===== config.mk =====
export PLATFORM = sky130hd
export DESIGN_NAME = cfg_axi_master
export DESIGN_NICKNAME = d
export VERILOG_FILES = /design/src/rtl/cfg_axi_master.sv
export SDC_FILE = /design/constraint.sdc
export NUM_CORES = 1
export LEC_CHECK = 0
export CAP_MARGIN = 15
export CELL_PAD_IN_SITES_DETAIL_PLACEMENT = 0
export CELL_PAD_IN_SITES_GLOBAL_PLACEMENT = 1
export CORE_ASPECT_RATIO = 0.6
export CORE_UTILIZATION = 33
export CTS_CLUSTER_SIZE = 8
export DETAILED_ROUTE_END_ITERATION = 8
export PLACE_DENSITY_LB_ADDON = 0.1
export SLEW_MARGIN = 5
export SYNTH_ARGS = -nofsm -noshare
export SYNTH_HDL_FRONTEND = slang
export SYNTH_SLANG_ARGS = --single-unit

===== constraint.sdc =====
create_clock -name axi_clk -period 4.6 [get_ports axi_clk]
set_input_delay 0.46 -clock axi_clk [delete_from_list [all_inputs] [get_ports axi_clk]]
set_output_delay 0.46 -clock axi_clk [all_outputs]
set_load 0.02 [all_outputs]

===== src/rtl/cfg_axi_master.sv =====
// cfg_axi_master
//   Single-outstanding AXI4-Lite master. It executes the register access at the
//   head of the config CDC FIFO (axi_rd_go / axi_wr_go levels), runs it on the
//   AXI4-Lite bus, and pulses axi_rd_done / axi_wr_done once to dequeue the FIFO.
//   Error responses and bus hangs (TIMEOUT_CYCLES) are reported on axi_error.
// Ports
//   axi_clk, rst             clock, synchronous active-high reset
//   axi_rdwr_addr/wr_data    request address / write data at FIFO head
//   axi_rd_go/axi_wr_go      request levels, sampled only in IDLE
//   axi_rd_done/axi_wr_done  1-cycle completion pulses (FIFO dequeue)
//   axi_rd_data              last read result (0xdeadbeef on error/timeout)
//   axi_error                1-cycle pulse alongside a done pulse on failure
//   m_axi_*                  AXI4-Lite master channels AW, W, B, AR, R
module cfg_axi_master #(
    parameter int unsigned TIMEOUT_CYCLES = 4096
) (
    input  logic        axi_clk,
    input  logic        rst,
    input  logic [31:0] axi_rdwr_addr,
    input  logic [31:0] axi_wr_data,
    input  logic        axi_rd_go,
    input  logic        axi_wr_go,
    output logic        axi_rd_done,
    output logic        axi_wr_done,
    output logic [31:0] axi_rd_data,
    output logic        axi_error,
    output logic [31:0] m_axi_awaddr,
    output logic        m_axi_awvalid,
    input  logic        m_axi_awready,
    output logic [31:0] m_axi_wdata,
    output logic [3:0]  m_axi_wstrb,
    output logic        m_axi_wvalid,
    input  logic        m_axi_wready,
    input  logic [1:0]  m_axi_bresp,
    input  logic        m_axi_bvalid,
    output logic        m_axi_bready,
    output logic [31:0] m_axi_araddr,
    output logic        m_axi_arvalid,
    input  logic        m_axi_arready,
    input  logic [31:0] m_axi_rdata,
    input  logic [1:0]  m_axi_rresp,
    input  logic        m_axi_rvalid,
    output logic        m_axi_rready
);

    typedef enum logic [2:0] {
        S_IDLE, S_WR, S_WR_RESP, S_RD_ADDR, S_RD_DATA, S_GAP
    } state_t;

    localparam logic [15:0] TO_LAST = 16'(TIMEOUT_CYCLES - 1);
    localparam logic [31:0] ERR_DATA = 32'hdeadbeef;

    state_t      r_state, w_state_nxt;
    logic [15:0] r_cnt, w_cnt_nxt;
    logic [31:0] r_awaddr, w_awaddr_nxt;
    logic [31:0] r_wdata, w_wdata_nxt;
    logic [31:0] r_araddr, w_araddr_nxt;
    logic [31:0] r_rd_data, w_rd_data_nxt;
    logic        r_awvalid, w_awvalid_nxt;
    logic        r_wvalid, w_wvalid_nxt;
    logic        r_bready, w_bready_nxt;
    logic        r_arvalid, w_arvalid_nxt;
    logic        r_rready, w_rready_nxt;
    logic        r_wr_done, w_wr_done_nxt;
    logic        r_rd_done, w_rd_done_nxt;
    logic        r_error, w_error_nxt;
    logic        w_timeout;
    logic        w_aw_ok;
    logic        w_w_ok;

    assign w_timeout = (r_cnt == TO_LAST);
    // A write channel is finished once its valid has dropped or it handshakes now.
    assign w_aw_ok   = !r_awvalid || m_axi_awready;
    assign w_w_ok    = !r_wvalid  || m_axi_wready;

    always_ff @(posedge axi_clk) begin
        if (rst) begin
            r_state   <= S_IDLE;
            r_cnt     <= '0;
            r_awaddr  <= '0;
            r_wdata   <= '0;
            r_araddr  <= '0;
            r_rd_data <= '0;
            r_awvalid <= 1'b0;
            r_wvalid  <= 1'b0;
            r_bready  <= 1'b0;
            r_arvalid <= 1'b0;
            r_rready  <= 1'b0;
            r_wr_done <= 1'b0;
            r_rd_done <= 1'b0;
            r_error   <= 1'b0;
        end else begin
            r_state   <= w_state_nxt;
            r_cnt     <= w_cnt_nxt;
            r_awaddr  <= w_awaddr_nxt;
            r_wdata   <= w_wdata_nxt;
            r_araddr  <= w_araddr_nxt;
            r_rd_data <= w_rd_data_nxt;
            r_awvalid <= w_awvalid_nxt;
            r_wvalid  <= w_wvalid_nxt;
            r_bready  <= w_bready_nxt;
            r_arvalid <= w_arvalid_nxt;
            r_rready  <= w_rready_nxt;
            r_wr_done <= w_wr_done_nxt;
            r_rd_done <= w_rd_done_nxt;
            r_error   <= w_error_nxt;
        end
    end

    always_comb begin
        w_state_nxt   = r_state;
        w_cnt_nxt     = (r_state == S_IDLE || r_state == S_GAP) ? '0 : r_cnt + 16'd1;
        w_awaddr_nxt  = r_awaddr;
        w_wdata_nxt   = r_wdata;
        w_araddr_nxt  = r_araddr;
        w_rd_data_nxt = r_rd_data;
        w_awvalid_nxt = r_awvalid;
        w_wvalid_nxt  = r_wvalid;
        w_bready_nxt  = r_bready;
        w_arvalid_nxt = r_arvalid;
        w_rready_nxt  = r_rready;
        w_wr_done_nxt = 1'b0;
        w_rd_done_nxt = 1'b0;
        w_error_nxt   = 1'b0;

        case (r_state)
            S_IDLE: begin
                if (axi_wr_go) begin
                    w_awaddr_nxt  = axi_rdwr_addr;
                    w_wdata_nxt   = axi_wr_data;
                    w_awvalid_nxt = 1'b1;
                    w_wvalid_nxt  = 1'b1;
                    w_state_nxt   = S_WR;
                end else if (axi_rd_go) begin
                    w_araddr_nxt  = axi_rdwr_addr;
                    w_arvalid_nxt = 1'b1;
                    w_state_nxt   = S_RD_ADDR;
                end
            end
            S_WR: begin
                if (r_awvalid && m_axi_awready) w_awvalid_nxt = 1'b0;
                if (r_wvalid && m_axi_wready)   w_wvalid_nxt  = 1'b0;
                // A handshake completing on the timeout edge still counts.
                if (w_aw_ok && w_w_ok) begin
                    w_bready_nxt = 1'b1;
                    w_state_nxt  = S_WR_RESP;
                end else if (w_timeout) begin
                    w_awvalid_nxt = 1'b0;
                    w_wvalid_nxt  = 1'b0;
                    w_wr_done_nxt = 1'b1;
                    w_error_nxt   = 1'b1;
                    w_state_nxt   = S_GAP;
                end
            end
            S_WR_RESP: begin
                if (m_axi_bvalid) begin
                    w_bready_nxt  = 1'b0;
                    w_wr_done_nxt = 1'b1;
                    w_error_nxt   = (m_axi_bresp != 2'b00);
                    w_state_nxt   = S_GAP;
                end else if (w_timeout) begin
                    w_bready_nxt  = 1'b0;
                    w_wr_done_nxt = 1'b1;
                    w_error_nxt   = 1'b1;
                    w_state_nxt   = S_GAP;
                end
            end
            S_RD_ADDR: begin
                if (m_axi_arready) begin
                    w_arvalid_nxt = 1'b0;
                    w_rready_nxt  = 1'b1;
                    w_state_nxt   = S_RD_DATA;
                end else if (w_timeout) begin
                    w_arvalid_nxt = 1'b0;
                    w_rd_done_nxt = 1'b1;
                    w_error_nxt   = 1'b1;
                    w_rd_data_nxt = ERR_DATA;
                    w_state_nxt   = S_GAP;
                end
            end
            S_RD_DATA: begin
                if (m_axi_rvalid) begin
                    w_rready_nxt  = 1'b0;
                    w_rd_done_nxt = 1'b1;
                    w_error_nxt   = (m_axi_rresp != 2'b00);
                    w_rd_data_nxt = (m_axi_rresp != 2'b00) ? ERR_DATA : m_axi_rdata;
                    w_state_nxt   = S_GAP;
                end else if (w_timeout) begin
                    w_rready_nxt  = 1'b0;
                    w_rd_done_nxt = 1'b1;
                    w_error_nxt   = 1'b1;
                    w_rd_data_nxt = ERR_DATA;
                    w_state_nxt   = S_GAP;
                end
            end
            S_GAP: begin
                w_state_nxt = S_IDLE;
            end
            default: begin
                w_state_nxt = S_IDLE;
            end
        endcase
    end

    assign axi_rd_done   = r_rd_done;
    assign axi_wr_done   = r_wr_done;
    assign axi_rd_data   = r_rd_data;
    assign axi_error     = r_error;
    assign m_axi_awaddr  = r_awaddr;
    assign m_axi_awvalid = r_awvalid;
    assign m_axi_wdata   = r_wdata;
    assign m_axi_wstrb   = 4'hF;
    assign m_axi_wvalid  = r_wvalid;
    assign m_axi_bready  = r_bready;
    assign m_axi_araddr  = r_araddr;
    assign m_axi_arvalid = r_arvalid;
    assign m_axi_rready  = r_rready;

endmodule


[Yosys cells after proc, flatten, opt, wreduce, memory -nomap -nowiden]
Index checks and enable logic that the tools add are counted.
W data, S select, Z words.
Word-level totals
  flip-flop bits (word level): 155
  bits in latches: 0
  memory bits (writable): 0
  bits in read-only memories: 0
  logic and storage cells: 98
  memories kept: 0
Cells by class
  add/subtract/negate cells: 1
  multipliers: 0
  divide/modulo/power cells: 0
  $lt $le $gt $ge: 0
  equal/unequal tests: 16
  shift operators: 0
  mux-type cells: 43
  bitwise logic cells: 1
  reduce and logical (&&, ||, !) cells: 23
Operators with widths (count)
  $mux W32: 4
  $pmux W32 S2: 1
  $mux W1: 22
  $mux W3: 7
  $add A16 B1 Y16 const B: 1
  $eq A16 B12 Y1 const B: 1
  $pmux W3 S5: 1
  $pmux W1 S2: 7
  $ne A2 B2 Y1 const B: 6
  $ne A3 B3 Y1 const B: 4
  $reduce_bool A2 Y1: 6
  $reduce_and A3 Y1: 3
  $eq A3 B2 Y1 const B: 2
  $eq A3 B3 Y1 const B: 2
  $reduce_and A2 Y1: 3
  $pmux W1 S4: 1
  $reduce_and A4 Y1: 1
  $eq A3 B1 Y1 const B: 1
  $logic_and A1 B1 Y1: 3
  $logic_not A3 Y1: 1
  $logic_or A1 B1 Y1: 3
  $logic_not A1 Y1: 2
  $reduce_or A2 Y1: 1
  $not A1 Y1: 1

[Logic depth before layout (Yosys ltp)]
  depth in word-level cells: 5
  depth in mapped cells: 7
  depth with buffers taken out: 5

[Worst setup path before layout]
Ideal clock, no wire load.
  path type: register to register
  from: register r_cnt[0]
  to: register r_rd_data[6], in the netlist axi_rd_data[6]
  library setup time: 58 ps
  arrival time: 1947 ps
  required time: 4542 ps
  path slack: 2594 ps
  cell stages (with the launch flop): 7
  path buffers: 1
  period minus slack after synthesis: 2006 ps
  path through: dfxtp_1 -> ha_1 -> nand3_1 -> o41ai_4 -> buf_6 -> o221ai_1 -> o21ba_1
On the way
  cells in the longest elaborated chain, start to end: 4
  elaborated cells between the ends (all ways): 5
RTL lines
  start: declaration: line 54  | logic [15:0] r_cnt, w_cnt_nxt;
  start signal: assignment: line 94  | r_cnt <= w_cnt_nxt;
  $eq A16 B12 Y1 *: line 71  | assign w_timeout = (r_cnt == TO_LAST);
  $mux W32 *
  $mux W32, on equally long branches
  $pmux W32 S2 *
  end signal: assignment: line 98  | r_rd_data <= w_rd_data_nxt;
  end: declaration: line 58  | logic [31:0] r_rd_data, w_rd_data_nxt;
Every way passes the cells marked *; elsewhere a longest branch is shown, timed or not. The select of a mux whose other input is x is not followed.
A chain may end at the register's enable or synchronous reset.

[Final worst setup path]
  from: register r_cnt[0]
  to: register r_rd_data[19], in the netlist axi_rd_data[19]
The elaborated chain is that of the path after synthesis.

==> results.md <==
* Die X at 175.3 um
* DP HPWL at 12.78 mm
* Post-synthesis sequential area ratio at 0.5221
* FF-to-FF path depth at 6
* Crit path max-delay family: simple AND/OR/NAND/NOR gates
* Final setup viols at 0
* Setup WS post-layout at 1889 ps
* Simple-gate share of the synthesized area at 0.1958
* Reg2reg setup slack at approximately 1900 ps
* Net Switching at 1.381 mW
* DR WL/cell at 15.70 um
* CP Cell Sequence: ha_1, nand3_1, nor4_4, a21o_1, buf_8, o21ba_1
* Num ports at 249
* Clock Tree Buf Depth at 2
* Int Power at 2.744 mW
* Leakage at 3.345 nW
* IO buf count at 244
* Slowest Stage Delay on Critical Path at roughly 700 ps
* Min-Delay Path Depth at 2
* Core area at about 17000 um^2
* Routability cong. at ~0.76
* Gr ovfl total at 0
* Post-CTS setup buffer count at 0
* Initial antenna violation count at 0
* RSZ-0062 raised after global routing: no
* Largest area contributor in the netlist: dfxtp_1
* Layout cells sized above 1 at 0.05920
* Fin crit period at 2711 ps
* DIE HEIGHT at 106.0 um
* Vias in the first global route at 5677
* DR DRC count at 0
* Worst EP arrival at 3070 ps
* PD cells at 455.0 nW/um^2
* Startpoint types: flop
* Final Skew at 17.56 ps
* Hold Crit Start: m_axi_araddr[25]$_SDFFE_PP0P_
* DR iter-0 viols at 343
* Max Cap Violations at 0
* CTS tree: done
* Wirelength, routed at 18.26 mm
* Final antenna-violating net count at 0
* Syn Area/Cell at 8.539 um^2
* Mux share of post-synthesis cell area at 0.001684
* First-pass iteration count of the detailed router at 6
* Clk_lat worst skew at 420 ps
* Maximum clock frequency at between 300 and 400 MHz
* Hold Fails Final Rpt at 0
* Min-Delay Endpoint: m_axi_araddr[25]$_SDFFE_PP0P_
* Setup TNS at 0 ps
* Setup WS pre-CTS at 1569 ps
* Layout area overhead at 52.57%
* Total CTS buffers at 17
* Clock root cell: clkbuf_16
* Syn Std Cell Area at 5943 um^2
* Worst r2r src: r_cnt[0]$_SDFF_PP0_
* Synthesis-stage register bit count at 155
* Comb power frac at 0.285
* CTS Hold Bufs at 0
* GRT Total Usage at 0.1971
* Slew Limit Fails at 0
* Synth warn at 0
* Status: finished, final reports clean
* Syn Inst Count at 696
* Slew headroom at 0.2165
* XOR/XNOR Fraction of Synth Area at 0.01621
* Top cell type's share of synthesized area at 0.5221
* Post-cts resize count at 0
* Adder-Cell Fraction of Synth Area at 0.002105
* Total Nets Final at 1026
* Maximum vdd drop at 0.2368 mV
* Top post-synthesis cells by area: dfxtp_1, nand2_1, a21oi_1, o221ai_1, o21ba_1
* Worst R2R End: axi_rd_data[19]$_SDFFE_PP0P_
* Antenna cells at 0
* Initial Utilization at 0.3423
* CTS H-tree lvls at 4
* CP endpoint kind: flop
* Row Count at 37
* Slowest cell on crit path: nor4_4
* Min-Delay Path Class: flop to flop
* Largest family of logic cells by synthesized area: compound AO/OA/AOI/OAI gates
* Power share of the clock group at 0.318
* Pin count of the biggest net entering global routing at about 110
* Crit Path Category: flop to flop
* First-pass GRT wire length at 29.01 mm
* CTS clk-pin slew, worst paths at ~70 ps
* Measured slew at the worst slew-check pin at 1175 ps
* CTS sink cnt at 155
* Max FO, Critical Path at 18
* Compound-Gate Fraction of Synth Area at 0.2168
* Worst path required time at just under 5000 ps
* Sw Ratio at 0.3348
* Routed via count at 5754
* Die area at 18570 um^2
* Synth cell types at 50
* Final period util at 0.5893
* Via density at roughly 4.9
* Reg power frac at 0.397
* CP bufs+invs at 1
tightest hold or removal path, cell delays in order (launching register included):
cell and delay, ps:
dfxtp_1 310, nand2_1 50, a21oi_1 50
through the flow:
stage	hold slack (ps)	total power, mW	area, um^2	util	std cells
global route	471.3	4.348	9067	0.5223	1163
detailed placement	447.5	2.843	8493	0.4892	1129
finish	454.4	4.125	9067	0.5223	1163
CTS	457.2	4.159	9045	0.5210	1161
floorplan	430.0	2.294	5954	-	699
global placement	440.4	2.815	8493	0.4892	1129
power by group through the flow:
stage               Clock, mW  Combinational (mW)  Sequential [mW]
detailed placement          0                1.18             1.67
global route             1.40                1.29             1.66
finish                   1.31                1.18             1.64
floorplan                   0               0.480             1.81
CTS                      1.34                1.18             1.64
global placement            0                1.16             1.65
state kept, by name, indices dropped and copies added (netlist names):
signal,cells
r_cnt,16
r_state,3
m_axi_arvalid,1
m_axi_bready,1
m_axi_awvalid,1
axi_rd_done,1
axi_rd_data,32
m_axi_wdata,32
m_axi_awaddr,32
axi_wr_done,1
m_axi_wvalid,1
axi_error,1
m_axi_rready,1
m_axi_araddr,32
metal layers:
layer / routed length (um) / vias to the layer above / share of wire / GRT usage
met3: 1432 / 19 / 0.078 / 0.06831
met2: 8229 / 189 / 0.45 / 0.3104
met1: 8373 / 2712 / 0.46 / 0.2541
li1: - / 2834 / - / -
met5: 0 / - / 0 / 0
met4: 222 / 0 / 0.012 / 0.05839
cell usage in the layout (no fill, tap or decap), types with 6 or more instances in the layout:
master,netlist,layout
a21oi_1,113,113
a311oi_1,8,8
buf_4,5,8
clkbuf_16,0,17
clkdlybuf4s50_1,0,243
dfxtp_1,155,155
inv_1,6,6
nand2_1,209,208
nor2_1,19,19
nor3_1,6,6
o21ai_0,8,8
o21ba_1,18,18
o21ba_2,6,6
o221ai_1,25,25
xnor2_1,9,9
how the worst max path moves through the flow:
stage	start	to	cells past startpoint
final	r_cnt[0]$_SDFF_PP0_	axi_rd_data[19]$_SDFFE_PP0P_	6
after global placement	r_cnt[0]$_SDFF_PP0_	axi_rd_data[17]$_SDFFE_PP0P_	5
after global routing	r_cnt[0]$_SDFF_PP0_	axi_rd_data[16]$_SDFFE_PP0P_	6
after floorplan	r_cnt[0]$_SDFF_PP0_	axi_rd_data[6]$_SDFFE_PP0P_	6
after CTS	r_cnt[0]$_SDFF_PP0_	axi_rd_data[24]$_SDFFE_PP0P_	5
after detailed placement	r_cnt[0]$_SDFF_PP0_	axi_rd_data[8]$_SDFFE_PP0P_	5
cells in the mapped netlist (all sizes together):
library cell / n
a31oi: 2
dfxtp: 155
a311oi: 8
clkbuf: 40
xnor2: 9
or3: 4
o211a: 1
a211oi: 1
nor3b: 6
nand2: 209
o21ba: 24
nor2: 19
o41ai: 1
mux2i: 1
a21oi: 113
nor4: 3
nor3: 6
o221ai: 25
inv: 6
a211o: 1
xor2: 2
nand4: 5
nand2b: 2
a21boi: 2
and2: 3
nand3b: 2
a32oi: 1
buf: 14
and3b: 2
a31o: 3
a21o: 1
o22ai: 1
nand4b: 1
nand3: 5
o2111a: 1
o21ai: 9
or4: 2
ha: 1
nor4b: 1
nor2b: 2
o31ai: 1
conb: 1
kinds of logic (layout without fill, tap and decap cells):
family | Yosys count | in the layout
AOI/OAI and AO/OA | 195 | 195
xor gates and xnor gates | 11 | 11
adders and majority gates | 1 | 1
buffers and inverters | 60 | 290
DFF | 155 | 155
muxes | 1 | 1
other | 1 | 4
and+or+nand+nor | 272 | 272
layout make-up:
| class | instances | area, um^2 |
|---|---|---|
| multi-input cells | 484 | 2590 |
| clock inverters | 13 | 108.9 |
| flip-flops and latches | 155 | 3103 |
| inverters | 6 | 22.52 |
| well taps | 234 | 292.8 |
| fillers | 1622 | 8293 |
| clock buffers | 19 | 442.9 |
| repair buffers | 252 | 2507 |
No activity file was read; power rests on OpenSTA's default activity.
